`config.mk`:
```
export PLATFORM = sky130hd
export DESIGN_NAME = edge_mask_tx
export DESIGN_NICKNAME = d
export VERILOG_FILES = /design/src/rtl/edge_mask_tx.sv
export SDC_FILE = /design/constraint.sdc
export NUM_CORES = 2
export LEC_CHECK = 0
export BUFFER_PORTS_ARGS = -buffer_cell sky130_fd_sc_hd__buf_4
export CAP_MARGIN = 20
export CORE_UTILIZATION = 50
export DETAILED_ROUTE_END_ITERATION = 8
export PLACE_DENSITY = 0.78
export RECOVER_POWER = 50
export SLEW_MARGIN = 20
export SYNTH_ARGS = -nofsm -noshare
export SYNTH_HDL_FRONTEND = slang
export SYNTH_SLANG_ARGS = --single-unit
```
`constraint.sdc`:
```
create_clock -name CLK -period 2.3 [get_ports CLK]
set_clock_uncertainty 0.2 [all_clocks]
set_input_delay 0.69 -clock CLK [delete_from_list [all_inputs] [get_ports CLK]]
set_output_delay 0.69 -clock CLK [all_outputs]
set_load 0.01 [all_outputs]
```
`src/rtl/edge_mask_tx.sv`:
```
// Edge-mask frame transmitter: streams a double-buffered 32x32 frame to the
// edge-result collector in step with its data_sel index, swapping banks only on frame boundaries.
module edge_mask_tx #(
    parameter int WORDS = 32,
    parameter int CNT_W = 16
) (
    input  logic             CLK,
    input  logic             RST_n,
    input  logic [4:0]       data_sel,
    output logic [31:0]      edge_mask,
    input  logic             tx_en,
    input  logic             wr_en,
    input  logic [4:0]       wr_addr,
    input  logic [31:0]      wr_data,
    output logic             wr_ready,
    input  logic             commit,
    output logic             commit_pending,
    output logic             frame_done,
    output logic [CNT_W-1:0] frame_cnt,
    output logic             sync_err,
    input  logic             err_clr
);

    typedef enum logic [0:0] {
        ST_IDLE  = 1'b0,
        ST_ARMED = 1'b1
    } commit_state_t;

    commit_state_t state, state_nxt;

    logic [1:0][WORDS-1:0][31:0] bank;
    logic                        active;
    logic                        active_nxt;
    logic [4:0]                  prev_sel;

    logic       at_end;
    logic       swap;
    logic       wr_fire;
    logic [4:0] rd_idx;
    logic [4:0] sel_exp;
    logic       seq_err;

    assign commit_pending = (state == ST_ARMED);
    assign wr_ready       = !commit_pending;

    assign at_end     = (data_sel == 5'd31);
    assign wr_fire    = wr_en && wr_ready;
    // The collector moves to data_sel+1 on this same edge, so prefetch that word.
    assign rd_idx     = data_sel + 5'd1;
    assign sel_exp    = prev_sel + 5'd1;
    assign seq_err    = (data_sel != sel_exp);

    // Commit arm/swap control
    always_comb begin
        state_nxt = state;
        swap      = 1'b0;
        case (state)
            ST_IDLE: begin
                if (commit)
                    state_nxt = ST_ARMED;
            end
            ST_ARMED: begin
                // A commit seen in this state is a repeat and is ignored.
                if (at_end) begin
                    swap      = 1'b1;
                    state_nxt = ST_IDLE;
                end
            end
            default: state_nxt = ST_IDLE;
        endcase
    end

    assign active_nxt = active ^ swap;

    always_ff @(posedge CLK or negedge RST_n) begin
        if (!RST_n) begin
            state  <= ST_IDLE;
            active <= 1'b0;
        end else begin
            state  <= state_nxt;
            active <= active_nxt;
        end
    end

    // Host writes only ever land in the shadow bank.
    always_ff @(posedge CLK or negedge RST_n) begin
        if (!RST_n)
            bank <= '0;
        else if (wr_fire)
            bank[~active][wr_addr] <= wr_data;
    end

    always_ff @(posedge CLK or negedge RST_n) begin
        if (!RST_n)
            edge_mask <= '0;
        else
            edge_mask <= tx_en ? bank[active_nxt][rd_idx] : 32'd0;
    end

    always_ff @(posedge CLK or negedge RST_n) begin
        if (!RST_n) begin
            frame_done <= 1'b0;
            frame_cnt  <= '0;
        end else begin
            frame_done <= at_end;
            if (at_end)
                frame_cnt <= frame_cnt + CNT_W'(1);
        end
    end

    // Sticky index-sequence check; a fresh error outranks a same-cycle clear.
    always_ff @(posedge CLK or negedge RST_n) begin
        if (!RST_n) begin
            prev_sel <= 5'd31;
            sync_err <= 1'b0;
        end else begin
            prev_sel <= data_sel;
            if (seq_err)
                sync_err <= 1'b1;
            else if (err_clr)
                sync_err <= 1'b0;
        end
    end

endmodule

```
=== After elaboration in Yosys (flattened, before gate mapping) ===
Index checks and enable logic that the tools add are counted.

* Register bits after elaboration: 2,105
* Latch bits: 0
* Bits in writable memories: 0
* ROM bits: 0
* Input port bits: 48
* Output and inout bits: 52
* Memories: 0

* $add $sub $neg: 3
* Multipliers: 0
* Div/mod/pow operators: 0
* Order comparisons: 6
* Equal/unequal tests: 2
* Shift operators: 0
* Muxes and demuxes: 17
* Bitwise logic cells: 3
* Reductions and logical operators: 5

{| class="wikitable"
|+ Operators with widths
! cell !! number
|-
| $mux 1024 || 3
|-
| $bwmux 2048 || 1
|-
| $demux 1024 s1 || 1
|-
| $bmux 32 s5 || 1
|-
| $demux 32 s5 || 1
|-
| $mux 32 || 3
|-
| $add 16x1->16 const B || 1
|-
| $lt 5x6->1 const B || 2
|-
| $add 5x1->5 const B || 2
|-
| $mux 1 || 6
|-
| $eq 5x5->1 const B || 1
|-
| $ge 5x1->1 const B || 1
|-
| $ne 5x5->1 || 1
|-
| $lt 1x2->1 const B || 2
|-
| $logic_and 1x1->1 || 3
|-
| $not 1->1 || 2
|-
| $pmux 1 s2 || 1
|-
| $reduce_bool 2->1 || 1
|-
| $ge 1x1->1 const B || 1
|-
| $logic_not 1->1 || 1
|-
| $xor 1x1->1 || 1
|}

=== Logic depth before layout (Yosys ltp) ===
* Depth in word-level cells: 9
* Mapped depth: 18
* Depth with buffers taken out: 10

=== Worst setup path before layout ===
No wires, ideal clock.

* Path kind: input to register
* Start point: input data_sel[3]
* End point: register edge_mask[22]
* Setup time: 0.137 ns
* Arrival: 3.537 ns
* Data required time: 1.963 ns
* Slack: -1.574 ns
* Stages: 16
* Path buffers: 7
* Path through: buf_2 -> buf_2 -> buf_1 -> and3_1 -> ha_1 -> buf_6 -> and3b_4 -> nor2_4 -> inv_4 -> buf_6 -> buf_8 -> buf_4 -> mux4_2 -> o22a_1 -> nand4_1 -> o41ai_2

* Word-level cells in the longest chain between the ends: 9
* Elaborated cells between the ends (all ways): 10
* Those cells by class: 1 x add/sub; 1 x eq/ne; 7 x mux; 1 x bitwise

{| class="wikitable"
|+ Ends and longest elaborated chain
! what !! RTL line !! source
|-
| from (decl) || 9 || <nowiki>input logic [4:0] data_sel,</nowiki>
|-
| $eq 5x5->1 || 46 || <nowiki>assign at_end = (data_sel == 5'd31);</nowiki>
|-
| named net at_end || 36 || <nowiki>logic at_end;</nowiki>
|-
| $mux 1 || 64 || <nowiki>if (at_end) begin</nowiki>
|-
| $mux 1 || 57 || <nowiki>case (state)</nowiki>
|-
| $xor 1x1->1 || 73 || <nowiki>assign active_nxt = active ^ swap;</nowiki>
|-
| $mux 1024 (implied by the code) (2 in a row) || 97 || <nowiki>edge_mask <= tx_en ? bank[active_nxt][rd_idx] : 32'd0;</nowiki>
|-
| $bmux 32 s5 || 97 ||
|-
| $mux 32 (implied by the code) || 97 ||
|-
| $mux 32 || 97 ||
|-
| to (signal assigned) || 97 ||
|-
| to (decl) || 10 || <nowiki>output logic [31:0] edge_mask,</nowiki>
|}

The timed path passes the listed nets, and every way through them passes these cells. The select of a mux whose other input is x is not followed.
A chain may end at the register's enable or synchronous reset.

=== Final worst setup path ===
* Start point: register state (netlist: commit_pending)
* End point: register edge_mask[14]

* Word-level cells in the longest chain between the ends: 7

{| class="wikitable"
|+ Ends and longest elaborated chain
! what !! RTL line !! source
|-
| from (decl) || 29 || <nowiki>commit_state_t state, state_nxt;</nowiki>
|-
| from (signal assigned) || 80 || <nowiki>state <= state_nxt;</nowiki>
|-
| $mux 1 || 57 ||
|-
| $xor 1x1->1 || 73 ||
|-
| $mux 1024 (implied by the code) (2 in a row) || 97 ||
|-
| $bmux 32 s5 || 97 ||
|-
| $mux 32 (implied by the code) || 97 ||
|-
| $mux 32 || 97 ||
|}

Every way passes these cells. The select of a mux whose other input is x is not followed.

==> reports/results.ini <==
[critical_path]
cp.required_ps = 2850
cp_slowest_cell = or4b_2
r2r_slack_ps = -610
crit_path_end_kind = flop
crit_path_start_kind = flop
arrival_ps = 3460
r2r-start = commit_pending$_DFF_PN0_
crit_family = simple AND/OR/NAND/NOR gates
crit_end = edge_mask[14]$_DFF_PN0_
worst_path_largest_cell_delay_ps = 650
path_depth = 10
cp-startpoint = commit_pending$_DFF_PN0_
worstPathCellList = buf_4 -> buf_4 -> nand3b_1 -> buf_4 -> buf_12 -> a22oi_1 -> or4b_2 -> nand4_1 -> a211o_1 -> nand4_1
reg2reg_depth = 10
path_class = flop to flop
critPathBufInv = 4
worst-path-max-fanout = 11
worst_path_most_repeated_cell = buf_4
r2r_end = edge_mask[14]$_DFF_PN0_

[drt]
vias = 64900
drtPass1Iterations = 7
drc = 0
vias_per_cell = 6.62
drtIter0Drc = 7102
ant_nets = 0
route.final.wire_length_um = 318000
avgRoutedWirePerCell_um = 32.4

[global_routing]
grt_max_degree = 121
antenna_found_initial = 11
grt_overflow = 0
grt_pass1_vias = 68100
track_usage_pct = 32.5
grt_first_pass_wirelength_um = 462000

[synth]
synth-main-ff-cell = dfrtp_1
ys_seq_elements = 2105
ys_async_sr_fraction_pct = 100
ys_seq_area_share_pct = 55.2
synthesis.area_um2 = 95400
syn_avg_cell_area_um2 = 14.1
postSynthCellCount = 6759
syn_nets = 6811
yosys_warnings = 0
synth_edf_count = 0
synth.distinct_cells = 69

[sta]
report.final.slew_viol_count = 0
holdWs_ps = 66.2
setup_tns_ps = -818580
rsz0062_at_grt = yes
hold_viol = 0
tightest_slew_ps = 1300
max-slew-margin-rel_pct = 13.2
fmax_ghz = 0.344
setup_ws_ps = -609
period_share_pct = 126
setup_violations = 3477
fin_crit_ps = 2910

[place]
gp_congestion = 0.889
dp.cells = 9279
place_area_um2 = 106000
numPortBuffers = 99
dp_hpwl_um = 187000

[die]
die-area_um2 = 193000
die-height_um = 439
die_x_um = 439
rows = 159
core_area_um2 = 189000
boundaryPins = 100
initial_core_util_pct = 50.6

[clock_tree]
cts_buffers = 207
cts.sinks = 2105
clockBufferDepth = 3
tritoncts = done
clock_latency_ps = 910
cts-root-buf = clkbuf_16
clk_pin_slew_ps = 60
htree_levels = 4

[worst_hold_path]
hp-class = input port to flop

[finish]
areaGrowthSynthToFinish_pct = 22.4
ff_latch_area_um2 = 52700
fillers = 13000
multi_input_area_um2 = 42200
drive_gt1_share_pct = 52.5
final_cell_area_um2 = 117000
final_cells = 9808
num-nets-final = 7182
fin_util_pct = 61.9

[outcome]
status = complete, but fails checks
violations = negative setup slack

[power]
leakagePower_nw = 55.4
peakVddDrop_v = 0.000650
power.density_nw_per_um2 = 865

[flow_run]
cap_violations = 0

==> sequential cells by signal, indices dropped and copies added, names as in the netlist <==
name            cells
bank             2048
edge_mask          32
frame_cnt          16
prev_sel            5
active              1
commit_pending      1
frame_done          1
sync_err            1
==> layer usage <==
layer	global-route usage, %	vias up	share of wire (%)
met4	22.3	4	7.9
li1	-	25600	-
met3	9.05	1248	11
met1	41.1	34200	37
met2	48.6	3884	45
met5	0	-	0.0072
==> kinds of logic after synthesis <==
| logic type | Yosys count | synth area share, % |
|---|---|---|
| AO/OA/AOI/OAI | 447 | 3.56 |
| multiplexers | 2489 | 33.0 |
| flip-flops | 2105 | 55.2 |
| buffers and inverters | 690 | 3.05 |
| AND/OR/NAND/NOR | 999 | 4.87 |
| XOR/XNOR | 25 | 0.230 |
| adder cells (fa/ha/maj) | 4 | 0.0525 |
==> repair_timing <==
item,CTS,global route
hold buffers,10,0
gates resized for setup,258,125
endpoints found under the setup margin,2040,2131
pin swaps,55,34
setup buffers,52,24
cloned,42,13
hold endpoints to repair,716,0
==> worst reg2reg max path, stage by stage (launching register included) <==
cell      delay (ps)
dfrtp_2          470
buf_4            180
buf_4            150
nand3b_1         110
buf_4            140
buf_12           150
a22oi_1          130
or4b_2           650
nand4_1          230
a211o_1          280
nand4_1          110
==> through the flow <==
step | worst slack (ps) | total power, W
CTS | -550 | 0.0999
global placement | -1470 | 0.0609
global route | -658 | 0.104
detailed placement | -1510 | 0.0617
finish | -609 | 0.101
floorplan | -1170 | 0.0543
==> power by group <==
group	switching (W)	total, W	internal (W)
logic	0.0111	0.0220	0.0109
registers	0.00216	0.0429	0.0408
clock network	0.0154	0.0360	0.0206
==> worst min-delay path by stage <==
stage                         startpoint                         to  slack [ps]  cells after the start
6_report                     data_sel[4]       frame_done$_DFF_PN0_          70                      3
2_1_floorplan                      RST_n           active$_DFF_PN0_         190                      0
3_3_place_gp   frame_cnt[15]$_DFFE_PN0N_  frame_cnt[15]$_DFFE_PN0N_         270                      1
4_1_cts                      wr_data[19]      bank[179]$_DFFE_PN0P_          40                      2
5_1_grt                      data_sel[4]       frame_done$_DFF_PN0_          60                      3
3_5_place_dp   frame_cnt[15]$_DFFE_PN0N_  frame_cnt[15]$_DFFE_PN0N_         270                      1
==> area by class of cell <==
| class | count | area share [%] |
|---|---|---|
| Sequential cell | 2105 | 45.1 |
| Tap cell | 2495 | 2.67 |
| Clock buffer | 294 | 5.12 |
| Clock inverter | 87 | 1.04 |
| Timing Repair inverter | 3 | 0.0568 |
| Multi-Input combinational cell | 3965 | 36.1 |
| Inverter | 3 | 0.0236 |
| Antenna cell | 11 | 0.0236 |
| Timing Repair Buffer | 845 | 9.82 |
==> placed cells by master (no fill, tap or decap), drive strengths merged, types with 45 or more instances in the layout <==
master and n:
mux2 2106, nand3 269, o221ai 54, and3 45, clkbuf 327, buf 793
dfrtp 2100, mux2i 69, nand2 510, mux4 314, nor2 47, o21ai 64
o22ai 59, clkinv 55
==> Yosys cell counts (8+ instances only) <==
| cell type | n | share of area (%) |
|---|---|---|
| a211oi_1 | 35 | 0.28 |
| a21oi_1 | 22 | 0.12 |
| a22o_1 | 27 | 0.25 |
| a22oi_1 | 14 | 0.11 |
| a31oi_1 | 24 | 0.16 |
| a32o_1 | 24 | 0.25 |
| a32oi_1 | 38 | 0.35 |
| a41oi_1 | 29 | 0.27 |
| and3_1 | 45 | 0.30 |
| buf_1 | 139 | 0.55 |
| buf_2 | 72 | 0.38 |
| buf_4 | 22 | 0.17 |
| buf_6 | 18 | 0.21 |
| clkbuf_1 | 435 | 1.7 |
| dfrtp_1 | 2100 | 55 |
| mux2_2 | 2106 | 25 |
| mux2i_1 | 69 | 0.72 |
| mux4_2 | 314 | 7.4 |
| nand2_1 | 510 | 2.0 |
| nand2b_1 | 13 | 0.085 |
| nand3_1 | 269 | 1.4 |
| nand4_1 | 25 | 0.16 |
| nor2_1 | 46 | 0.18 |
| nor3_1 | 10 | 0.052 |
| nor4b_1 | 8 | 0.073 |
| o21ai_0 | 63 | 0.33 |
| o221ai_1 | 54 | 0.50 |
| o22ai_1 | 59 | 0.39 |
| o41ai_1 | 23 | 0.21 |
| or4_1 | 25 | 0.20 |
| or4b_2 | 8 | 0.084 |
| xnor2_1 | 17 | 0.16 |
| xor2_1 | 8 | 0.073 |
Note: power is estimated with default switching activity, not from simulation.
